[src/rtl/clock_seq_pkg.sv]
// Shared types and widths for the clock_scale step sequencer.
package clock_seq_pkg;

    localparam int unsigned SEQ_FACTOR_W = 11;
    localparam int unsigned SEQ_BEATS_W  = 4;
    localparam int unsigned SEQ_IDX_W    = 3;

    typedef enum logic [2:0] {
        IDLE = 3'd0,
        LOAD = 3'd1,
        PLAY = 3'd2,
        GAP  = 3'd3,
        NEXT = 3'd4
    } seq_state_t;

    typedef struct packed {
        logic [SEQ_FACTOR_W-1:0] factor;
        logic [SEQ_BEATS_W-1:0]  beats;
    } seq_entry_t;

endpackage

[src/rtl/clock_scale_sequencer_beat_timer.sv]
// Beat time base: counts 0..BEAT_DIV-1 while running, ticks on the last count.
module beat_timer #(
    parameter int unsigned BEAT_DIV = 1000
) (
    input  logic i_clk,
    input  logic i_rst,
    input  logic i_clr,
    input  logic i_run,
    output logic o_tick
);

    localparam int unsigned CNT_W = (BEAT_DIV > 1) ? $clog2(BEAT_DIV) : 1;
    localparam logic [CNT_W-1:0] LAST_CNT = CNT_W'(BEAT_DIV - 1);

    logic [CNT_W-1:0] r_count;

    // Beat counter; clear has priority so a new step or gap starts on a fresh beat.
    always_ff @(posedge i_clk) begin
        if (i_rst || i_clr) begin
            r_count <= '0;
        end else if (i_run) begin
            r_count <= (r_count == LAST_CNT) ? '0 : r_count + CNT_W'(1);
        end
    end

    assign o_tick = i_run && (r_count == LAST_CNT);

endmodule

[src/rtl/clock_scale_sequencer.sv]
// Step sequencer driving an external clock_scale divider from an 8-entry
// (factor, beats) table. Define CLOCK_SEQ_GAP_EN to insert one silent beat
// between consecutive steps.
module clock_scale_sequencer
    import clock_seq_pkg::*;
#(
    parameter int unsigned BEAT_DIV = 1000,
    parameter int unsigned STEPS    = 8
) (
    input  logic                    i_clk,
    input  logic                    i_rst,
    input  logic                    i_start,
    input  logic                    i_stop,
    input  logic                    i_loop,
    input  logic [SEQ_IDX_W-1:0]    i_last_step,
    input  logic                    i_wr_en,
    input  logic [SEQ_IDX_W-1:0]    i_wr_addr,
    input  logic [SEQ_FACTOR_W-1:0] i_wr_factor,
    input  logic [SEQ_BEATS_W-1:0]  i_wr_beats,
    output logic                    o_scaler_en,
    output logic                    o_scaler_rst,
    output logic [SEQ_FACTOR_W-1:0] o_scale_factor,
    output logic [SEQ_IDX_W-1:0]    o_step,
    output logic                    o_busy,
    output logic                    o_done
);

    seq_state_t              r_state;
    seq_state_t              w_next_state;
    seq_entry_t              r_table [STEPS];
    logic [SEQ_IDX_W-1:0]    r_step;
    logic [SEQ_IDX_W-1:0]    w_next_step;
    logic [SEQ_IDX_W-1:0]    r_last;
    logic [SEQ_BEATS_W-1:0]  r_beats;
    logic [SEQ_FACTOR_W-1:0] r_factor;
    logic                    r_fin;
    logic                    r_scaler_en;
    logic                    r_scaler_rst;
    logic                    r_busy;
    logic                    r_done;
    logic                    w_start_acc;
    logic                    w_fin;
    logic                    w_timer_clr;
    logic                    w_timer_run;
    logic                    w_tick;

    assign w_timer_run = (r_state == PLAY) || (r_state == GAP);

    beat_timer #(.BEAT_DIV(BEAT_DIV)) u_beat_timer (
        .i_clk  (i_clk),
        .i_rst  (i_rst),
        .i_clr  (w_timer_clr),
        .i_run  (w_timer_run),
        .o_tick (w_tick)
    );

    // Table is plain storage: no reset, writes locked out during playback.
    always_ff @(posedge i_clk) begin
        if (i_wr_en && !r_busy) begin
            r_table[i_wr_addr] <= '{factor: i_wr_factor, beats: i_wr_beats};
        end
    end

    // Next-state, next-step and beat-timer control; stop overrides everything.
    always_comb begin
        w_next_state = r_state;
        w_next_step  = r_step;
        w_start_acc  = 1'b0;
        w_timer_clr  = 1'b0;
        // Sequence ends after this step when it is the last one and loop is low.
        w_fin        = (r_step == r_last) && !i_loop;
        if (i_stop) begin
            w_next_state = IDLE;
        end else begin
            case (r_state)
                IDLE: begin
                    if (i_start) begin
                        w_next_state = LOAD;
                        w_next_step  = '0;
                        w_start_acc  = 1'b1;
                    end
                end
                LOAD: begin
                    w_timer_clr  = 1'b1;
                    w_next_state = (r_beats == '0) ? NEXT : PLAY;
                end
                PLAY: begin
                    if (w_tick && (r_beats == SEQ_BEATS_W'(1))) begin
`ifdef CLOCK_SEQ_GAP_EN
                        w_next_state = GAP;
                        w_timer_clr  = 1'b1;
`else
                        w_next_state = NEXT;
`endif
                    end
                end
`ifdef CLOCK_SEQ_GAP_EN
                GAP: begin
                    if (w_tick) begin
                        w_next_state = NEXT;
                    end
                end
`endif
                NEXT: begin
                    if (r_fin) begin
                        w_next_state = IDLE;
                    end else begin
                        w_next_state = LOAD;
                        w_next_step  = (r_step == r_last) ? '0 : r_step + SEQ_IDX_W'(1);
                    end
                end
                default: begin
                    w_next_state = IDLE;
                end
            endcase
        end
    end

    // State and registered outputs, decoded from the next state so they line up with it.
    always_ff @(posedge i_clk) begin
        if (i_rst) begin
            r_state      <= IDLE;
            r_step       <= '0;
            r_last       <= '0;
            r_beats      <= '0;
            r_factor     <= '0;
            r_fin        <= 1'b0;
            r_scaler_en  <= 1'b0;
            r_scaler_rst <= 1'b0;
            r_busy       <= 1'b0;
            r_done       <= 1'b0;
        end else begin
            r_state <= w_next_state;
            r_step  <= w_next_step;
            if (w_start_acc) begin
                r_last <= i_last_step;
            end
            if (w_next_state == LOAD) begin
                r_factor <= r_table[w_next_step].factor;
                r_beats  <= r_table[w_next_step].beats;
            end else if ((r_state == PLAY) && w_tick) begin
                r_beats <= r_beats - SEQ_BEATS_W'(1);
            end
            if ((w_next_state == NEXT) && (r_state != NEXT)) begin
                r_fin <= w_fin;
            end
            r_scaler_en  <= (w_next_state == LOAD) || (w_next_state == PLAY);
            r_scaler_rst <= (w_next_state == LOAD);
            r_busy       <= (w_next_state != IDLE);
            r_done       <= (w_next_state == NEXT) && (r_state != NEXT) && w_fin;
        end
    end

    assign o_scaler_en    = r_scaler_en;
    assign o_scaler_rst   = r_scaler_rst;
    assign o_scale_factor = r_factor;
    assign o_step         = r_step;
    assign o_busy         = r_busy;
    assign o_done         = r_done;

endmodule

[config.mk]
export PLATFORM = sky130hd
export DESIGN_NAME = clock_scale_sequencer
export DESIGN_NICKNAME = d
export VERILOG_FILES = /design/src/rtl/clock_seq_pkg.sv /design/src/rtl/clock_scale_sequencer_beat_timer.sv /design/src/rtl/clock_scale_sequencer.sv
export SDC_FILE = /design/constraint.sdc
export NUM_CORES = 1
export LEC_CHECK = 0
export ABC_AREA = 1
export CORE_MARGIN = 10
export CORE_UTILIZATION = 40
export DETAILED_ROUTE_END_ITERATION = 12
export HOLD_SLACK_MARGIN = 0.05
export SLEW_MARGIN = 20
export SYNTH_ARGS = -nofsm -noshare
export SYNTH_HDL_FRONTEND = slang
export SYNTH_SLANG_ARGS = --single-unit
export TNS_END_PERCENT = 10
[constraint.sdc]
create_clock -name i_clk -period 2.05 [get_ports i_clk]
set_input_delay 0.41 -clock i_clk [delete_from_list [all_inputs] [get_ports i_clk]]
set_output_delay 0.41 -clock i_clk [all_outputs]
set_load 0.02 [all_outputs]
# After elaboration in Yosys (flattened, before gate mapping)
# Memory sizes are Yosys's and may differ from the RTL's.
# Index checks and enable logic that the tools add are counted.
# totals
out_inout_bits,18
rom_bits,0
mem_bits_rw,120
wordCells,63
ff_bits,39
n_memories,1
in_bits,27
latchBits,0
# op_classes
bitwise_logic,0
div_mod_pow,0
n_shift,0
n_lt_le_gt_ge,0
n_mux,21
add_sub_neg,3
n_eq_ne,11
n_reduce_logical,16
multipliers,0
# mem_list
name,depth,width,rd,rd_clocked_by_memory_dff,write_ports,line_no,text
r_table,8,15,1,0,1,clock_scale_sequencer.sv:30,seq_entry_t r_table [STEPS];
# op_table
operator,n
3-bit two-way mux,8
3-bit one-hot mux with 4 select lines,1
"10-bit by 1-bit adder with 10-bit output, second input constant",1
"10-bit == test, second input constant",1
10-bit two-way mux,1
"3-bit by 2-bit == test with 1-bit output, second input constant",3
1-bit two-way mux,8
4-bit two-way mux,2
1-bit logical AND,7
"3-bit by 1-bit == test with 1-bit output, second input constant",2
"3-bit == test, second input constant",2
3-bit one-hot mux with 2 select lines,1
"4-bit by 1-bit == test with 1-bit output, second input constant",1
4-bit zero test,1
"4-bit by 1-bit subtractor with 4-bit output, second input constant",1
"3-bit by 1-bit adder with 3-bit output, second input constant",1
3-bit == test,1
3-bit zero test,1
1-bit logical OR,3
"3-bit inequality test, second input constant",1
3-bit nonzero test,1
1-bit zero test,2
2-bit nonzero test,1

# Depth between registers and ports, before layout
# Gate-level depths: netlist (run 1).
# depth
ltp_word,10
ltp_mapped,15
mapped_depth_nobuf,14

# Hierarchy
# A second synthesis (run 1) with hierarchy kept.
# hier_totals
hier_cells,684
hier_area_um2,6929.1
# modules_own_cells
module,area_per_inst_um2,cells_each,instances,seq_area_each_um2
clock_scale_sequencer,6307.3,599,1,4184.0
beat_timer,621.8,85,1,200.2

# Worst setup path before layout (run 1)
# OpenSTA, ideal clock, no wires.
# synth_path
path_kind,register to register
startpoint,reg r_step[0] (netlist: o_step[0])
endpoint,reg r_factor[4] (netlist: o_scale_factor[4]) (read register of r_table)
setup_ns,0.132
t_arrival_ns,1.689
path_slack_ns,0.229
path_buffers,1
path_stages_with_launch,11
path_cell_list,dfxtp_1 > ha_1 > nand2_1 > xor2_1 > nand3_1 > nand4_1 > o21ai_2 > clkbuf_1 > nand3_1 > nand3_1 > a21oi_1
# synth_between
elab_chain_len,6
word_cells_on_any_way,8
classes_between,add/sub: 1; eq/ne: 1; mux: 5; memory: 1
# synth_rtl
item,line_no,text
start: declaration,clock_scale_sequencer.sv:31,logic [SEQ_IDX_W-1:0] r_step;
start signal: assignment,clock_scale_sequencer.sv:134,r_step <= w_next_step;
3-bit by 1-bit adder with 3-bit output / 3-bit == test (equally long branches),clock_scale_sequencer.sv:109,w_next_step = (r_step == r_last) ? '0 : r_step + SEQ_IDX_W'(1);
3-bit two-way mux,clock_scale_sequencer.sv:109,
3-bit two-way mux,clock_scale_sequencer.sv:105,if (r_fin) begin
3-bit one-hot mux with 2 select lines,clock_scale_sequencer.sv:75,case (r_state)
3-bit two-way mux (*),clock_scale_sequencer.sv:72,if (i_stop) begin
memory read 8 x 15 bit (*),--,
end: declaration,clock_scale_sequencer.sv:35,logic [SEQ_FACTOR_W-1:0] r_factor;
# Mark *: on every way between the ends. The rest lies on a longest branch, timed or not.
# A chain may end at the register's enable or synchronous reset.

# Worst setup path in the final report (run 1)
# layout_path
startpoint,reg u_beat_timer.r_count[0]
endpoint,reg r_busy (netlist: o_busy)
# layout_between
elab_chain_len,7
# layout_rtl
item,line_no,text
start: declaration,clock_scale_sequencer_beat_timer.sv:15,logic [CNT_W-1:0] r_count;
start signal: assignment,clock_scale_sequencer_beat_timer.sv:22,r_count <= (r_count == LAST_CNT) ? '0 : r_count + CNT_W'(1);
10-bit == test,clock_scale_sequencer_beat_timer.sv:26,assign o_tick = i_run && (r_count == LAST_CNT);
1-bit logical AND,clock_scale_sequencer_beat_timer.sv:26,
1-bit logical AND,clock_scale_sequencer.sv:88,if (w_tick && (r_beats == SEQ_BEATS_W'(1))) begin
3-bit two-way mux,clock_scale_sequencer.sv:88,
3-bit one-hot mux with 4 select lines,clock_scale_sequencer.sv:75,
3-bit two-way mux,clock_scale_sequencer.sv:72,
3-bit nonzero test,clock_scale_sequencer.sv:149,r_busy <= (w_next_state != IDLE);
end signal: assignment,clock_scale_sequencer.sv:149,
end: declaration,clock_scale_sequencer.sv:39,logic r_busy;
# No other way between the ends.

==> results of run 1 <==
==> worst register-to-register path, stage by stage (launching register included) <==
cell and delay [ps]:
dfxtp_1 380, ha_1 230, nand2_1 90, nor2_1 100
nand4_1 240, o21ai_1 210, nand2_1 140, a21oi_1 430
==> timing repair <==
action,CTS,global route
endpoints found under the setup margin,0,17
gates resized for setup,0,14
hold endpoints to repair,0,0
==> synthesized netlist by cell type (2+ instances only) <==
cell type / n
edfxtp_1: 120
or2_2: 2
nand4_1: 5
inv_1: 101
o21ai_0: 12
dfxtp_1: 39
buf_6: 6
nor3b_1: 2
nand2_1: 112
nor3_1: 6
o21a_1: 2
clkbuf_1: 10
ha_1: 5
a21oi_1: 25
inv_2: 4
o21ai_2: 2
o21ai_1: 3
buf_2: 14
a211oi_1: 2
nand3_1: 126
nor2_1: 38
xor2_1: 3
nand3b_1: 45
==> cell families after synthesis <==
logic type / after synthesis
buffers and inverters: 137
adder cells (fa/ha/maj): 5
flip-flops: 159
AO/OA/AOI/OAI: 49
XOR/XNOR: 4
AND/OR/NAND/NOR: 344
==> state kept, by name, summed over array words and instances, names as in the netlist <==
| name | flops |
|---|---|
| o_scaler_rst | 1 |
| o_busy | 1 |
| o_scale_factor | 11 |
| r_fin | 1 |
| r_last | 3 |
| u_beat_timer.r_count | 10 |
| r_table | 120 |
| o_step | 3 |
| r_beats | 4 |
| r_state | 3 |
| o_done | 1 |
| o_scaler_en | 1 |
==> power by group through the flow <==
stage	logic, mW	clock network (mW)	registers, mW
2_1_floorplan	0.518	0	3.68
3_3_place_gp	0.931	0	3.66
5_1_grt	1.06	3.30	3.60
4_1_cts	0.955	3.16	3.59
3_5_place_dp	0.947	0	3.66
6_report	0.965	3.10	3.59
==> placed cells by master (no fill, tap or decap), types with 4 or more instances in the layout <==
cell type          n
nand4_1            5
clkinv_2           4
inv_2              4
clkdlybuf4s50_1   44
inv_1            101
nor2_1            36
buf_4             23
dfxtp_2            4
edfxtp_1         120
nand3_1          125
dfxtp_1           35
nor3_1             6
nand2_1          109
o21ai_0           12
clkbuf_16         17
ha_1               5
a21oi_1           24
buf_12            16
nand3b_1          45
==> worst min path at each step <==
stage                             end  slack (ps)  depth (start not counted)
floorplan                   r_last[1]         440                          2
global placement            r_last[1]         460                          2
detailed placement          r_last[0]         460                          2
CTS                         r_last[0]         470                          2
global route        o_scale_factor[0]         490                          2
finish              o_scale_factor[0]         470                          2
==> stage by stage <==
step / cell area [µm²] / power (mW) / worst slack (ps) / hold WS [ps] / util [%]
after detailed placement: 8070 / 4.61 / -151 / 460 / 46.8
after global placement: 8070 / 4.59 / -160 / 456 / 46.8
after floorplan: 7020 / 4.20 / 229 / 436 / -
after global routing: 8700 / 7.97 / -81.0 / 488 / 50.5
final: 8700 / 7.66 / 62.4 / 467 / 50.5
after CTS: 8650 / 7.71 / 23.6 / 469 / 50.2
==> final cells by class <==
cell class                      instances  area, µm²
Tap cell                              225        282
Fill cell                            1510       8540
Multi-Input combinational cell        402       2110
Inverter                              106        398
Timing Repair Buffer                   83        933
Clock buffer                           20        437
Clock inverter                         12        145
Sequential cell                       159       4390
==> layer usage <==
metal,global-route usage (%),share of wire (%)
met5,0,0
met4,4.81,1.6
met3,3.25,4.8
met2,24.1,48
met1,18.4,45
==> impl_metrics.yaml, run 1 <==
critical_path:
  crit_fanout: 4
  slowest_stage: "a21oi_1"
  arrival_ps: 2260
  slowest_delay_ps: 430
  crit_chain: "ha_1 -> nand2_1 -> nor2_1 -> nand4_1 -> o21ai_1 -> nand2_1 -> a21oi_1"
  rr_endpoint: "o_busy"
  critical_path_required_ps: 2320
  regToRegSetupSlack_ps: 60
  r2r-start: "u_beat_timer.r_count[0]"
  worst-path-stages: 7
  cpMostUsedCell: "nand2_1"
  r2r_cells: 7
  worstSetupEndpoint: "o_busy"
  cp-end-kind: "register"
  start_kind: "register"
  cpLargestDelayFamily: "compound AO/OA/AOI/OAI gates"
  crit_start: "u_beat_timer.r_count[0]"
  timing_worst_setup_path_type: "reg2reg"
  path_buf_inv: 0
grt:
  antenna_found_initial: 0
  grt_usage_pct: 14.5
  overflow: 0
  grt_pass1_wl_um: 27200
  grt_max_degree: 33
  grt_pass1_vias: 5100
floorplanning:
  core.rowCount: 48
  die_x_um: 153
  dieArea_mm2: 0.0233
  num_io_pins: 45
  die_y_um: 153
  coreArea_mm2: 0.0172
  start_util_pct: 40.8
routing:
  vias: 5142
  via_per_inst: 5.11
  wl_um: 16800
  routedWlPerCell_um: 16.7
  ant_nets: 0
  first_pass_iters: 5
  drt_iter0_markers: 357
  drcViolationCount: 0
power_and_ir_drop:
  ir_drop_mv: 0.646
  clkPwrFrac_pct: 40.5
  power.density_mw_per_mm2: 881
  pwr-share-comb_pct: 12.6
  netSwitchingPower_mw: 1.82
  pwr-share-seq_pct: 46.9
  switching_share_pct: 23.8
  power.leakage_nw: 3.40
  internal_power_mw: 5.84
clock_network:
  cts_tree: "yes"
  cts.clk_slew.worst_paths_ps: 60
  cts_hold_buf: 0
  clock_sinks: 159
  htreeDepth: 4
  numCtsBuffers: 17
  post_cts_buffers: 0
  cts-root-buf: "clkbuf_16"
  clockBufferDepth: 2
  clock_latency_ps: 420
min_path:
  hp-start: "o_scale_factor[0]"
  hp-class: "reg2reg"
synth:
  yosys.area_share.adder_pct: 0.891
  avgSynthCellArea_um2: 10.1
  yosysWarnings: 0
  synth_area_leaders: "edfxtp_1, dfxtp_1, nand3_1"
  synth-edff-count: 120
  post-synth-top-area-cell: "edfxtp_1"
  synth_xor_area_share_pct: 0.499
  postSynth.topFlopCell: "edfxtp_1"
  syn-num-nets: 730
  synth_top_family_by_area: "simple AND/OR/NAND/NOR gates"
  synth_cells: 698
  synth_compound_area_share_pct: 3.87
  seq_area_frac_synth_pct: 62.4
  synth_top_cell_area_share_pct: 51.3
  ys_ff_latch: 159
  yosys.area_share.simple_pct: 24.1
  synthMuxAreaShare_pct: 0
  ys_async_sr_fraction_pct: 0
  yosys.cell_types.count: 37
  synth.cell_area_mm2: 0.00702
timing:
  hold_viol_final: 0
  finalCriticalPeriod_ps: 1990
  max_freq_ghz: 0.503
  drv_slew: 0
  rsz0062_at_grt: "yes"
  finalSetupViolCount: 0
  fin_tns_setup_ps: 0
  worst_pin_slew_ps: 463
  slew_headroom_pct: 69.2
  fin_crit_sh_pct: 97.0
  fin_skew_ps: 5.93
final_layout:
  nets: 801
  antennaDiodeCount: 0
  instances_no_fill: 1007
  syn_to_final_growth_pct: 23.8
  drive_above_1_share_pct: 11.9
placement:
  placedCellCount: 975
  numPortBuffers: 44
  hpwl_um: 11100
  gp_congestion: 0.847
run_status:
  outcome: "completed"
run:
  drv_cap: 0
Power figures use the tool's default switching activity.
==> run 2, diff against run 1 <==
==> constraint.sdc (replaced) <==
create_clock -name i_clk -period 2.05 [get_ports i_clk]
set_input_delay 0.205 -clock i_clk [delete_from_list [all_inputs] [get_ports i_clk]]
set_output_delay 0.205 -clock i_clk [all_outputs]
set_load 0.02 [all_outputs]
==> impl_metrics.yaml, run 2 (synthesized netlist as in run 1, its figures left out) <==
timing:
  worst_pin_slew_ps: 417
  fin_tns_setup_ps: 0
  slew_headroom_pct: 72.2
  max_freq_ghz: 0.513
  finalCriticalPeriod_ps: 1950
  timing.hold.ws_ps: 350
  finalSetupViolCount: 0
  hold_viol_final: 0
  fin_skew_ps: 8.31
  fin_crit_sh_pct: 95.1
  drv_slew: 0
  rsz0062_at_grt: "yes"
final_layout:
  fin_area_mm2: 0.00866
  largest_register_ffs: 120
  drive_above_1_share_pct: 11.6
  syn_to_final_growth_pct: 23.2
  multiInputGateArea_mm2: 0.00211
  fillCellCount: 1498
  regMostFlops: "r_table"
  final_common_cell: "nand3_1"
  ff_latch_area_mm2: 0.00439
  nets: 797
  mostFrequentLayoutCells: "nand3_1, edfxtp_1, nand2_1"
  antennaDiodeCount: 0
floorplanning:
  num_io_pins: 45
  start_util_pct: 40.8
  dieArea_mm2: 0.0233
  die_y_um: 153
  die_x_um: 153
  core.rowCount: 48
  coreArea_mm2: 0.0172
grt:
  overflow: 0
  antenna_found_initial: 0
  grt_max_degree: 33
  grt_pass1_vias: 4872
  grt_pass1_wl_um: 26100
  grt_usage_pct: 14.0
clock_network:
  clockBufferDepth: 2
  numCtsBuffers: 17
  htreeDepth: 4
  cts_hold_buf: 0
  cts_tree: "yes"
  cts-root-buf: "clkbuf_16"
  clock_sinks: 159
  cts.clk_slew.worst_paths_ps: 70
  clock_latency_ps: 420
critical_path:
  critical_path_required_ps: 2400
  crit_chain: "ha_1 -> nand2_1 -> o21ai_0 -> nand2_1 -> nand2_1 -> nand2_2 -> a21oi_4 -> buf_12 -> clkbuf_16 -> nand3_1 -> nand3_1 -> nand3_1 -> a21oi_1"
  arrival_ps: 2310
  timing_worst_setup_path_type: "reg2reg"
  start_kind: "register"
  slowest_stage: "dfxtp_2"
  cp-end-kind: "register"
  crit_fanout: 12
  slowest_delay_ps: 360
placement:
  placed_area_mm2: 0.00801
  hpwl_um: 10800
  gp_congestion: 0.872
  numPortBuffers: 44
routing:
  wl_um: 16600
  via_per_inst: 5.08
  vias: 5093
  drcViolationCount: 0
  first_pass_iters: 5
  routedWlPerCell_um: 16.5
  ant_nets: 0
  drt_iter0_markers: 460
power_and_ir_drop:
  finalPower_mw: 7.52
  power.density_mw_per_mm2: 869
  power.leakage_nw: 3.38
  ir_drop_mv: 0.666
run:
  drv_cap: 0
min_path:
  hp-class: "in2reg"
run_status:
  outcome: "completed"
run 2: cell types whose count changed in the layout (fill, tap and decap cells not counted), moves of 2 or more:
cell / delta
a21oi_1: -2
a21oi_2: +2
buf_4: -5
bufinv_16: -2
clkbuf_1: -2
clkinv_2: -2
clkinv_4: +3
inv_6: +2
run 2: cell type report:
| class | count | share of cell area (%) |
|---|---|---|
| Timing Repair Buffer | 79 | 10.6 |
| Clock buffer | 19 | 5.12 |
| Clock inverter | 13 | 1.33 |
| Inverter | 106 | 4.60 |
| Tap cell | 225 | 3.25 |
| Multi-Input combinational cell | 402 | 24.4 |
| Sequential cell | 159 | 50.7 |
run 2: worst paths after layout:
kind | startpoint | end | slack (ps) | depth (start not counted)
worst min register to register | o_scale_factor[10] | o_scale_factor[10] | 470 | 2
worst min-delay path | i_loop | o_done | 350 | 2
worst max-delay path | o_step[0] | o_scale_factor[7] | 100 | 13
worst max register to register | o_step[0] | o_scale_factor[7] | 100 | 13
run 2: power by group:
part | internal, mW | switching (mW) | leakage, nW | total (mW)
logic | 0.387 | 0.572 | 1.70 | 0.958
clock network | 1.70 | 1.27 | 0.269 | 2.97
registers | 3.55 | 0.0437 | 1.41 | 3.59
run 2: timing repair:
action,4_1_cts,5_1_grt
setup endpoints to repair,0,17
resized for setup,0,12
endpoints found under the hold margin,0,0
setup buffers,0,1
run 2: routing by layer:
metal / part of all wire (%) / up-vias / global-route usage, %
met2: 47 / 138 / 22.1
li1: - / 2494 / -
met4: 1.2 / 0 / 4.45
met1: 47 / 2444 / 18.3
met5: 0 / - / 0
met3: 5.1 / 17 / 3.87
run 2: worst max-delay path, delay by kind of cell (launching register included):
| kind | cells | cell delay, ps |
|---|---|---|
| flip-flops | 1 | 360 |
| adder cells (fa/ha/maj) | 1 | 280 |
| AND/OR/NAND/NOR | 7 | 520 |
| AO/OA/AOI/OAI | 3 | 440 |
| buffers and inverters | 2 | 290 |
run 2: per-stage QoR:
step | setup slack [ps] | util, % | instances
2_1_floorplan | 229 | - | 698
3_3_place_gp | 100 | 46.5 | 969
3_5_place_dp | 88.0 | 46.5 | 969
4_1_cts | 45.0 | 49.7 | 1001
5_1_grt | -14.9 | 50.2 | 1003
6_report | 99.7 | 50.2 | 1003
